`src/rtl/ex_wb_arbiter.sv`:
```
// ----------------------------------------------------------------------------
// ex_wb_arbiter
//
// Collects writebacks from NUM_EX execute channels, each into its own small
// FIFO, and every cycle moves up to NUM_WR_PORTS FIFO heads onto the physical
// register file write ports. Channels are scanned round-robin. Each granted
// write is mirrored onto the wakeup broadcast.
//
// Ports
//   clk, rst_n     clock and asynchronous active-low reset
//   flush          synchronous pipeline flush (clears FIFOs, drops inputs)
//   ex_valid       per-channel writeback valid
//   ex_dst_val     per-channel data, channel i at [i*DATA_W +: DATA_W]
//   ex_dst_index   per-channel destination preg, channel i at [i*PIDX_W +: PIDX_W]
//   ex_ready       per-channel FIFO not full (0 while in reset)
//   prf_wr_en      register file write enables (registered)
//   prf_wr_data    register file write data, port k at [k*DATA_W +: DATA_W]
//   prf_wr_index   register file write index, port k at [k*PIDX_W +: PIDX_W]
//   wakeup_valid   wakeup broadcast, identical to prf_wr_en
//   wakeup_index   wakeup index, identical to prf_wr_index
//   conflict_cnt   saturating count of cycles with more busy channels than ports
// ----------------------------------------------------------------------------
module ex_wb_arbiter #(
    parameter int NUM_EX       = 4,
    parameter int NUM_WR_PORTS = 2,
    parameter int NUM_PREGS    = 64,
    parameter int PIDX_W       = $clog2(NUM_PREGS),
    parameter int DATA_W       = 32,
    parameter int FIFO_DEPTH   = 2
) (
    input  logic                           clk,
    input  logic                           rst_n,
    input  logic                           flush,
    input  logic [NUM_EX-1:0]              ex_valid,
    input  logic [NUM_EX*DATA_W-1:0]       ex_dst_val,
    input  logic [NUM_EX*PIDX_W-1:0]       ex_dst_index,
    output logic [NUM_EX-1:0]              ex_ready,
    output logic [NUM_WR_PORTS-1:0]        prf_wr_en,
    output logic [NUM_WR_PORTS*DATA_W-1:0] prf_wr_data,
    output logic [NUM_WR_PORTS*PIDX_W-1:0] prf_wr_index,
    output logic [NUM_WR_PORTS-1:0]        wakeup_valid,
    output logic [NUM_WR_PORTS*PIDX_W-1:0] wakeup_index,
    output logic [15:0]                    conflict_cnt
);

    localparam int PTR_W = $clog2(FIFO_DEPTH);
    localparam int CNT_W = PTR_W + 1;
    localparam int RR_W  = (NUM_EX > 1) ? $clog2(NUM_EX) : 1;
    localparam int SUM_W = RR_W + 1;
    localparam int GC_W  = $clog2(NUM_WR_PORTS + 1);
    localparam int NE_W  = $clog2(NUM_EX + 1);

    // Per-channel FIFO storage and control
    logic [DATA_W-1:0] val_mem_q [NUM_EX][FIFO_DEPTH];
    logic [PIDX_W-1:0] idx_mem_q [NUM_EX][FIFO_DEPTH];
    logic [PTR_W-1:0]  rd_ptr_q  [NUM_EX];
    logic [PTR_W-1:0]  wr_ptr_q  [NUM_EX];
    logic [CNT_W-1:0]  cnt_q     [NUM_EX];

    logic [NUM_EX-1:0] empty_s;
    logic [NUM_EX-1:0] full_s;
    logic [NUM_EX-1:0] push_s;
    logic [NUM_EX-1:0] grant_s;
    logic [DATA_W-1:0] head_val_s [NUM_EX];
    logic [PIDX_W-1:0] head_idx_s [NUM_EX];

    // Arbitration results
    logic [NUM_WR_PORTS-1:0] port_vld_s;
    logic [NUM_WR_PORTS-1:0] port_en_s;
    logic [DATA_W-1:0]       port_val_s [NUM_WR_PORTS];
    logic [PIDX_W-1:0]       port_idx_s [NUM_WR_PORTS];
    logic                    conflict_s;
    logic [RR_W-1:0]         rr_ptr_q;
    logic [RR_W-1:0]         rr_ptr_d;

    // Registered outputs
    logic [NUM_WR_PORTS-1:0]        prf_wr_en_q;
    logic [NUM_WR_PORTS*DATA_W-1:0] prf_wr_data_q;
    logic [NUM_WR_PORTS*PIDX_W-1:0] prf_wr_index_q;
    logic [15:0]                    conflict_cnt_q;

    // FIFO status, head read-out and accept qualification
    always_comb begin
        for (int c = 0; c < NUM_EX; c++) begin
            empty_s[c]    = (cnt_q[c] == '0);
            full_s[c]     = (cnt_q[c] == CNT_W'(FIFO_DEPTH));
            head_val_s[c] = val_mem_q[c][rd_ptr_q[c]];
            head_idx_s[c] = idx_mem_q[c][rd_ptr_q[c]];
        end
    end

    // Ready depends only on registered occupancy, forced low while in reset
    assign ex_ready = {NUM_EX{rst_n}} & ~full_s;
    assign push_s   = ex_valid & ex_ready & {NUM_EX{~flush}};

    // Round-robin scan from rr_ptr; the k-th non-empty channel found drives port k
    always_comb begin
        logic [SUM_W-1:0] sum_v;
        logic [RR_W-1:0]  ch_v;
        logic [RR_W-1:0]  last_ch_v;
        logic [GC_W-1:0]  gcnt_v;
        logic [NE_W-1:0]  ne_v;
        sum_v      = '0;
        ch_v       = '0;
        last_ch_v  = rr_ptr_q;
        gcnt_v     = '0;
        ne_v       = '0;
        grant_s    = '0;
        port_vld_s = '0;
        for (int k = 0; k < NUM_WR_PORTS; k++) begin
            port_val_s[k] = '0;
            port_idx_s[k] = '0;
        end
        for (int j = 0; j < NUM_EX; j++) begin
            sum_v = {1'b0, rr_ptr_q} + SUM_W'(j);
            ch_v  = (sum_v >= SUM_W'(NUM_EX)) ? RR_W'(sum_v - SUM_W'(NUM_EX)) : RR_W'(sum_v);
            if (!empty_s[ch_v]) begin
                ne_v = ne_v + NE_W'(1);
                if (gcnt_v < GC_W'(NUM_WR_PORTS)) begin
                    grant_s[ch_v] = 1'b1;
                    for (int k = 0; k < NUM_WR_PORTS; k++) begin
                        if (gcnt_v == GC_W'(k)) begin
                            port_vld_s[k] = 1'b1;
                            port_val_s[k] = head_val_s[ch_v];
                            port_idx_s[k] = head_idx_s[ch_v];
                        end else begin
                            port_vld_s[k] = port_vld_s[k];
                        end
                    end
                    gcnt_v    = gcnt_v + GC_W'(1);
                    last_ch_v = ch_v;
                end else begin
                    gcnt_v = gcnt_v;
                end
            end else begin
                ne_v = ne_v;
            end
        end
        conflict_s = (ne_v > NE_W'(NUM_WR_PORTS));
        if (gcnt_v == '0) begin
            rr_ptr_d = rr_ptr_q;
        end else begin
            rr_ptr_d = (last_ch_v == RR_W'(NUM_EX - 1)) ? '0 : last_ch_v + RR_W'(1);
        end
    end

    // A write to preg 0 is consumed but never reaches the register file
    always_comb begin
        for (int k = 0; k < NUM_WR_PORTS; k++) begin
            port_en_s[k] = port_vld_s[k] & (port_idx_s[k] != '0);
        end
    end

    // FIFO payload storage (contents are meaningless while the slot is empty)
    always_ff @(posedge clk) begin
        for (int i = 0; i < NUM_EX; i++) begin
            if (push_s[i]) begin
                val_mem_q[i][wr_ptr_q[i]] <= ex_dst_val[i*DATA_W +: DATA_W];
                idx_mem_q[i][wr_ptr_q[i]] <= ex_dst_index[i*PIDX_W +: PIDX_W];
            end
        end
    end

    // FIFO pointers and occupancy; flush empties every channel
    always_ff @(posedge clk or negedge rst_n) begin
        if (!rst_n) begin
            for (int i = 0; i < NUM_EX; i++) begin
                rd_ptr_q[i] <= '0;
                wr_ptr_q[i] <= '0;
                cnt_q[i]    <= '0;
            end
        end else if (flush) begin
            for (int i = 0; i < NUM_EX; i++) begin
                rd_ptr_q[i] <= '0;
                wr_ptr_q[i] <= '0;
                cnt_q[i]    <= '0;
            end
        end else begin
            for (int i = 0; i < NUM_EX; i++) begin
                if (push_s[i]) begin
                    wr_ptr_q[i] <= wr_ptr_q[i] + PTR_W'(1);
                end
                if (grant_s[i]) begin
                    rd_ptr_q[i] <= rd_ptr_q[i] + PTR_W'(1);
                end
                case ({push_s[i], grant_s[i]})
                    2'b10:   cnt_q[i] <= cnt_q[i] + CNT_W'(1);
                    2'b01:   cnt_q[i] <= cnt_q[i] - CNT_W'(1);
                    default: cnt_q[i] <= cnt_q[i];
                endcase
            end
        end
    end

    // Round-robin pointer and conflict counter survive a flush
    always_ff @(posedge clk or negedge rst_n) begin
        if (!rst_n) begin
            rr_ptr_q       <= '0;
            conflict_cnt_q <= 16'h0000;
        end else if (!flush) begin
            rr_ptr_q <= rr_ptr_d;
            if (conflict_s && (conflict_cnt_q != 16'hFFFF)) begin
                conflict_cnt_q <= conflict_cnt_q + 16'h0001;
            end
        end
    end

    // Write port registers; idle ports keep their last data/index
    always_ff @(posedge clk or negedge rst_n) begin
        if (!rst_n) begin
            prf_wr_en_q    <= '0;
            prf_wr_data_q  <= '0;
            prf_wr_index_q <= '0;
        end else if (flush) begin
            prf_wr_en_q    <= '0;
            prf_wr_data_q  <= '0;
            prf_wr_index_q <= '0;
        end else begin
            prf_wr_en_q <= port_en_s;
            for (int k = 0; k < NUM_WR_PORTS; k++) begin
                if (port_vld_s[k]) begin
                    prf_wr_data_q[k*DATA_W +: DATA_W]  <= port_val_s[k];
                    prf_wr_index_q[k*PIDX_W +: PIDX_W] <= port_idx_s[k];
                end
            end
        end
    end

    assign prf_wr_en    = prf_wr_en_q;
    assign prf_wr_data  = prf_wr_data_q;
    assign prf_wr_index = prf_wr_index_q;
    assign wakeup_valid = prf_wr_en_q;
    assign wakeup_index = prf_wr_index_q;
    assign conflict_cnt = conflict_cnt_q;

endmodule

```
`config.mk`:
```
export PLATFORM = sky130hd
export DESIGN_NAME = ex_wb_arbiter
export DESIGN_NICKNAME = d
export VERILOG_FILES = /design/src/rtl/ex_wb_arbiter.sv
export SDC_FILE = /design/constraint.sdc
export NUM_CORES = 1
export LEC_CHECK = 0
export ABC_AREA = 1
export BUFFER_PORTS_ARGS = -buffer_cell sky130_fd_sc_hd__buf_4
export CORE_ASPECT_RATIO = 1.1
export CORE_MARGIN = 5
export CORE_UTILIZATION = 56
export CTS_CLUSTER_DIAMETER = 120
export DETAILED_ROUTE_END_ITERATION = 8
export PLACE_DENSITY = 0.87
export SKIP_CTS_REPAIR_TIMING = 1
export SYNTH_ARGS = -nofsm -noshare
export SYNTH_HDL_FRONTEND = slang
export SYNTH_SLANG_ARGS = --single-unit
```
`constraint.sdc`:
```
create_clock -name clk -period 4.2 [get_ports clk]
set_input_delay 0 -clock clk [delete_from_list [all_inputs] [get_ports clk]]
set_output_delay 0 -clock clk [all_outputs]
set_load 0.02 [all_outputs]
```
==> results of run 1 <==
==> per-stage QoR <==
step	utilization	total power, mW
3_3_place_gp	0.626	19.4
2_1_floorplan	-	15.2
4_1_cts	0.664	23.7
6_report	0.706	24.6
3_5_place_dp	0.626	19.6
5_1_grt	0.706	26.0
==> cells in the mapped netlist, types with 6 or more instances <==
master and instances:
nand2_1 969, o21ai_0 324, edfxtp_1 304, nand3_1 248, dfrtp_1 112, inv_1 92
clkbuf_1 77, nor2_1 65, or2_2 48, a21oi_1 45, buf_2 43, o21ai_1 27
buf_4 25, a31oi_1 20, o211ai_1 20, buf_1 16, ha_1 14, mux2i_1 11
a22oi_1 10, xor2_1 10, inv_2 9, nand2_2 8, buf_6 7, nor3_1 6
o21a_1 6, or2_1 6
==> layer usage <==
layer / track usage / part of all wire
met3: 0.0741 / 0.13
met2: 0.474 / 0.43
met1: 0.487 / 0.38
met4: 0.126 / 0.053
met5: 0 / 0
==> logic make-up (layout without fill, tap and decap cells) <==
family,count (synthesis),after routing,share of synthesized area
and+or+nand+nor,1368,1368,0.261
AOI/OAI and AO/OA,462,462,0.114
DFF,416,416,0.550
buffers and inverters,271,644,0.0562
xor gates and xnor gates,15,15,0.00605
adders and majority gates,14,14,0.00807
muxes,11,11,0.00507
other,0,1,0
==> worst paths after layout <==
kind / cells after the start / end / slack (ns)
max reg2reg: 18 / prf_wr_en[1] / 0.40
min reg2reg: 2 / prf_wr_data[4] / 0.49
max: 18 / prf_wr_en[1] / 0.40
max in group asynchronous: 4 / prf_wr_en[0] / 2.71
min: 3 / rd_ptr_q[1] / 0.13
min in group clk: 2 / val_mem_q[3][27] / 0.15
==> cells in the final DEF, fill, tap and decap left out, types with 11 or more instances in the layout <==
| cell | instances |
|---|---|
| a21oi_1 | 45 |
| a31oi_1 | 20 |
| buf_4 | 309 |
| clkbuf_16 | 42 |
| dfrtp_1 | 110 |
| dlygate4sd3_1 | 158 |
| edfxtp_1 | 304 |
| ha_1 | 14 |
| inv_1 | 92 |
| mux2i_1 | 11 |
| nand2_1 | 969 |
| nand3_1 | 248 |
| nor2_1 | 56 |
| o211ai_1 | 20 |
| o21ai_0 | 324 |
| o21ai_1 | 27 |
| or2_2 | 48 |
==> flip-flops by register name (all words and copies together) (netlist names) <==
register / cells
cnt_q: 8
conflict_cnt: 16
idx_mem_q: 48
prf_wr_data: 64
prf_wr_en: 2
prf_wr_index: 12
rd_ptr_q: 4
rr_ptr_q: 2
val_mem_q: 256
wr_ptr_q: 4
==> layout make-up <==
cell class | count | area [um^2] | share of cell area
antenna | 1 | 2.50 | 0.0000928
inverter | 101 | 382 | 0.0142
multi-input combinational | 1870 | 8620 | 0.320
sequential | 416 | 11900 | 0.443
clock inverter | 28 | 382 | 0.0142
timing repair buffer | 468 | 3920 | 0.145
clock buffer | 47 | 1090 | 0.0404
tap | 500 | 626 | 0.0232
==> power by group <==
group | internal [mW] | switching, mW
clock network | 2.43 | 1.68
registers | 4.93 | 0.290
logic | 4.21 | 11.0
==> worst max-delay path, cell delays in order (launching register included) <==
cell     delay [ns]
dfrtp_2        0.41
inv_2          0.20
ha_1           0.33
nand2_1        0.10
nand2_1        0.11
ha_1           0.39
inv_1          0.08
nand2_1        0.10
nand2_2        0.16
inv_1          0.09
ha_1           0.20
inv_1          0.09
nor2_4         0.58
buf_4          0.40
nand2_1        0.08
nand2_1        0.11
nand3_1        0.07
nor2_1         0.08
nor2_1         0.05
==> results.tsv, run 1 <==
stage	metric	value	unit
floorplan	width of the die	198	um
place	Setup WS pre-CTS	0.491	ns
layout	fin nets	3071	
global_routing	number of global-route vias before repair	17800	
synthesis	Post-Syn Instances	2557	
detailed_routing	via count	20600	
timing	RSZ-0062 raised after global routing	false	
setup_path	startpoint types	flip-flop	
detailed_routing	number of DRC markers in iteration 0	3336	
global_routing	initial antenna violation count	1	
layout	Area Overhead vs Synth	24.2	%
detailed_routing	antenna-violating nets left	0	
synthesis	synth top area cells	edfxtp_1 42%, nand2_1 17%, dfrtp_1 13%, o21ai_0 7.5%, nand3_1 5.7%	
timing	Final setup violation count	0	
cts	CTS clock-pin slew for the worst setup and hold paths	0.06	ns
synthesis	share of the synthesized area in the top cell type	0.421	
synthesis	sequential share of the synthesized area	0.550	
floorplan	die outline area	0.0428	mm^2
synthesis	Avg Inst Size Synth	8.49	um^2
pwr	LEAKAGE	11.8	nW
detailed_routing	Routed WL per cell	23.0	um
cts	TritonCTS Buffers	41	
timing	setup TNS	0	ns
setup_path	CP Data Required Time	4.64	ns
job	max-cap viol count	0	
place	RePlAce Congestion	0.989	
cts	CTS Sinks	416	
global_routing	largest net degree at the start of global routing	90	
cts	CTS tree	yes	
layout	post-route insts no fill	3431	
synthesis	#FFs+latches synth	416	
timing	setup ws final	0.403	ns
setup_path	worst-path maximum fanout	34	
pwr	power density over the cells	911	mW/mm^2
floorplan	# rows	75	
setup_path	crit path from	rr_ptr_q[1]	
pwr	worst vdd ir	0.628	mV
timing	Min Clock Period, post-route	3.80	ns
floorplan	initial core utilization	0.568	
synthesis	syn nets	2730	
place	Placed Cells	3197	
synthesis	Post-synth ARST share	0.269	
timing	skew final	0.0211	ns
synthesis	library cells used by synthesis	41	
synthesis	Post-synth EDFFs	304	
layout	ratio of cells with drive above 1 in the final layout	0.158	
timing	Fmax	0.263	GHz
floorplan	I/O pins	271	
timing	endpoints failing hold	0	
setup_path	CP arrival	4.24	ns
hold_path	Hold Path Class	primary input to asynchronous set/reset pin	
global_routing	first-pass GRT wire length	107000	um
place	HPWL after DPL	52400	um
detailed_routing	DR pass1 iterations	7	
cts	clock insertion delay at the later pin of the skew report	0.58	ns
layout	Filler cells	2673	
timing	max-slew violations	0	
synthesis	Synth Warn #	0	
place	Cell Area, Placed	0.0239	mm^2
setup_path	Worst Setup End Kind	flip-flop	
cts	CTS HTree Levels	2	
cts	root buf cell	clkbuf_16	
detailed_routing	vias per inst	6.00	
status	status	complete, no violations	
synthesis	ys flop type	edfxtp_1	
setup_path	RR Startpoint	rr_ptr_q[1]	
global_routing	gr usage total	0.328	
floorplan	CORE AREA	0.0382	mm^2
timing	Worst-Margin Slew	1.23	ns
timing	Worst slew margin	0.181	
timing	crit share post-route	0.904	
synthesis	mapped cell area	0.0217	mm^2
timing	WHS	0.126	ns
global_routing	grt ovf	0	
setup_path	Crit Path Class	flip-flop to flip-flop	
synthesis	largest area contributor in the netlist	edfxtp_1	
cts	clk buf depth	3	
detailed_routing	WL final	78900	um
floorplan	die height	216	um
place	number of port buffers	270	
layout	post-layout instance area	0.0270	mm^2
detailed_routing	Post-route DRC	0	
Note: power is estimated with default switching activity, not from simulation.
==> run 2, diff against run 1 <==
--- a/config.mk
+++ b/config.mk
@@ -9,10 +9,10 @@
 export BUFFER_PORTS_ARGS = -buffer_cell sky130_fd_sc_hd__buf_4
 export CORE_ASPECT_RATIO = 1.1
 export CORE_MARGIN = 5
-export CORE_UTILIZATION = 56
+export CORE_UTILIZATION = 49
 export CTS_CLUSTER_DIAMETER = 120
 export DETAILED_ROUTE_END_ITERATION = 8
-export PLACE_DENSITY = 0.87
+export PLACE_DENSITY = 0.79
 export SKIP_CTS_REPAIR_TIMING = 1
 export SYNTH_ARGS = -nofsm -noshare
 export SYNTH_HDL_FRONTEND = slang
==> results.tsv, run 2 (same netlist as run 1, synthesis figures left out) <==
stage	metric	value	unit	change
layout	post-route insts no fill	3514		+2.4%
floorplan	CORE AREA	0.0436	mm^2	+14%
layout	most common cell after layout, fill and taps aside	nand2_1		
detailed_routing	WL final	76800	um	-2.7%
setup_path	CP arrival	4.17	ns	-0.07 ns
floorplan	die height	231	um	+6.6%
timing	RSZ-0062 raised after global routing	false		
cts	clk buf depth	3		unchanged
setup_path	CP Data Required Time	4.65	ns	about the same
layout	Filler cells	3550		+33%
setup_path	Buf+Inv Stages, Crit Path	6		+1
setup_path	CP Depth	18		unchanged
setup_path	Worst Setup End Kind	flip-flop		
global_routing	number of global-route vias before repair	17700		-0.46%
hold_path	Hold Path Class	primary input to flip-flop		
setup_path	R2R cell count	18		unchanged
setup_path	crit-path max cell delay	0.55	ns	-0.03 ns
layout	FF/Latch Area	0.0119	mm^2	unchanged
timing	setup TNS	0	ns	unchanged
status	status	complete, no violations		
layout	ratio of cells with drive above 1 in the final layout	0.159		+0.000196
pwr	part of the power in registers	0.218		+0.005
timing	crit share post-route	0.885		-0.0187
layout	area of the multi-input gates	0.00863	mm^2	about the same
setup_path	startpoint types	flip-flop		
global_routing	first-pass GRT wire length	108000	um	+0.56%
place	Cell Area, Placed	0.0240	mm^2	+0.48%
layout	post-layout instance area	0.0270	mm^2	about the same
cts	TritonCTS Buffers	44		+7.3%
layout	fin nets	3078		+0.23%
place	number of port buffers	270		unchanged
cts	clock insertion delay at the later pin of the skew report	0.58	ns	about the same
pwr	Comb power frac	0.627		+0.007
pwr	switch share	0.532		+0.00346
timing	Worst-Margin Slew	1.29	ns	+0.0634 ns
layout	max FFs per register	256		unchanged
global_routing	gr usage total	0.290		-0.0379
timing	skew final	0.0229	ns	+0.00178 ns
global_routing	largest net degree at the start of global routing	93		+3.3%
floorplan	initial core utilization	0.497		-0.0710
timing	Final setup violation count	0		unchanged
timing	Worst slew margin	0.140		-0.0404
detailed_routing	vias per inst	5.66		-5.5%
place	RePlAce Congestion	0.981		-0.82%
job	max-cap viol count	0		unchanged
setup_path	slowest library cell on the worst path	dfrtp_4		
setup_path	crit-path cells	inv_4 > buf_4 > nand2_1 > nand2_1 > nand2_1 > nand2_1 > ha_1 > inv_1 > nand2_1 > nand2_2 > inv_1 > ha_1 > inv_1 > nor2_4 > buf_4 > a21oi_1 > o21ai_0 > nand2_1		
cts	CTS Sinks	416		unchanged
detailed_routing	DR pass1 iterations	7		unchanged
layout	final core area utilization	0.618		-0.0883
pwr	clock network power share	0.155		-0.012
pwr	worst vdd ir	0.540	mV	-14%
detailed_routing	Routed WL per cell	21.9	um	-5.0%
timing	Fmax	0.269	GHz	+2.1%
floorplan	width of the die	211	um	+6.6%
cts	CTS clock-pin slew for the worst setup and hold paths	0.07	ns	about the same
floorplan	# rows	80		+6.7%
setup_path	most frequent CP cell	nand2_1		
timing	endpoints failing hold	0		unchanged
timing	WHS	0.152	ns	+0.0262 ns
detailed_routing	via count	19900		-3.2%
timing	Min Clock Period, post-route	3.72	ns	-0.0785 ns
hold_path	Hold Crit Depth	2		
detailed_routing	antenna-violating nets left	0		unchanged
setup_path	largest delay contributor family on the critical path	simple AND/OR/NAND/NOR gates		
cts	CTS HTree Levels	2		unchanged
place	Setup WS pre-CTS	0.466	ns	-0.0251 ns
layout	Area Overhead vs Synth	24.2	%	about the same
floorplan	die outline area	0.0486	mm^2	+14%
pwr	LEAKAGE	11.7	nW	-0.43%
pwr	total power	24.0	mW	-2.3%
cts	CTS tree	yes		
setup_path	worst-path maximum fanout	23		-32%
setup_path	Crit Path Class	flip-flop to flip-flop		
detailed_routing	number of DRC markers in iteration 0	3027		-9.3%
pwr	power density over the cells	890	mW/mm^2	-2.2%
pwr	Int Pwr	11.2	mW	-3.0%
cts	root buf cell	clkbuf_16		
floorplan	I/O pins	271		unchanged
timing	max-slew violations	0		unchanged
place	Placed Cells	3274		+2.4%
detailed_routing	Post-route DRC	0		unchanged
global_routing	grt ovf	0		unchanged
pwr	Switch Pwr	12.8	mW	-1.6%
global_routing	initial antenna violation count	1		unchanged
layout	highest-count cells in the layout ignoring fill and taps	969 x nand2_1, 324 x o21ai_0, 312 x buf_4		
timing	setup ws final	0.481	ns	+0.0785 ns
place	HPWL after DPL	53000	um	+1.3%
[run 2: area by class of cell]
class	instances	area share
diodes	1	0.0000928
clock buffers	51	0.0426
clock inverters	29	0.00724
inverters	101	0.0142
multi-input cells	1871	0.320
flip-flops and latches	416	0.443
well taps	574	0.0266
repair buffers	471	0.146
[run 2: metal layers]
layer  vias up  wire [um]  GRT usage  part of all wire
met4         0       3520      0.113             0.046
met5         -          0          0                 0
li1       9275          -          -                 -
met1      9325      31700      0.432              0.41
met3       128       8020     0.0587              0.10
met2      1178      33600      0.420              0.44
[run 2: worst paths after layout]
kind | from | endpoint | slack (ns)
setup reg to reg | rr_ptr_q[0] | prf_wr_data[38] | 0.48
hold reg to reg | prf_wr_data[17] | prf_wr_data[17] | 0.48
hold / removal | ex_dst_val[122] | val_mem_q[3][58] | 0.15
max in group asynchronous | rst_n | conflict_cnt[0] | 2.68
min in group asynchronous | rst_n | wr_ptr_q[1] | 0.17
setup / recovery | rr_ptr_q[0] | prf_wr_data[38] | 0.48
[run 2: power by group through the flow]
stage	clock network (mW)	registers, mW	logic (mW)
2_1_floorplan	0	5.48	9.69
3_3_place_gp	0	5.29	14.1
3_5_place_dp	0	5.30	14.3
4_1_cts	3.72	5.22	14.4
5_1_grt	3.93	5.26	16.4
6_report	3.72	5.23	15.0
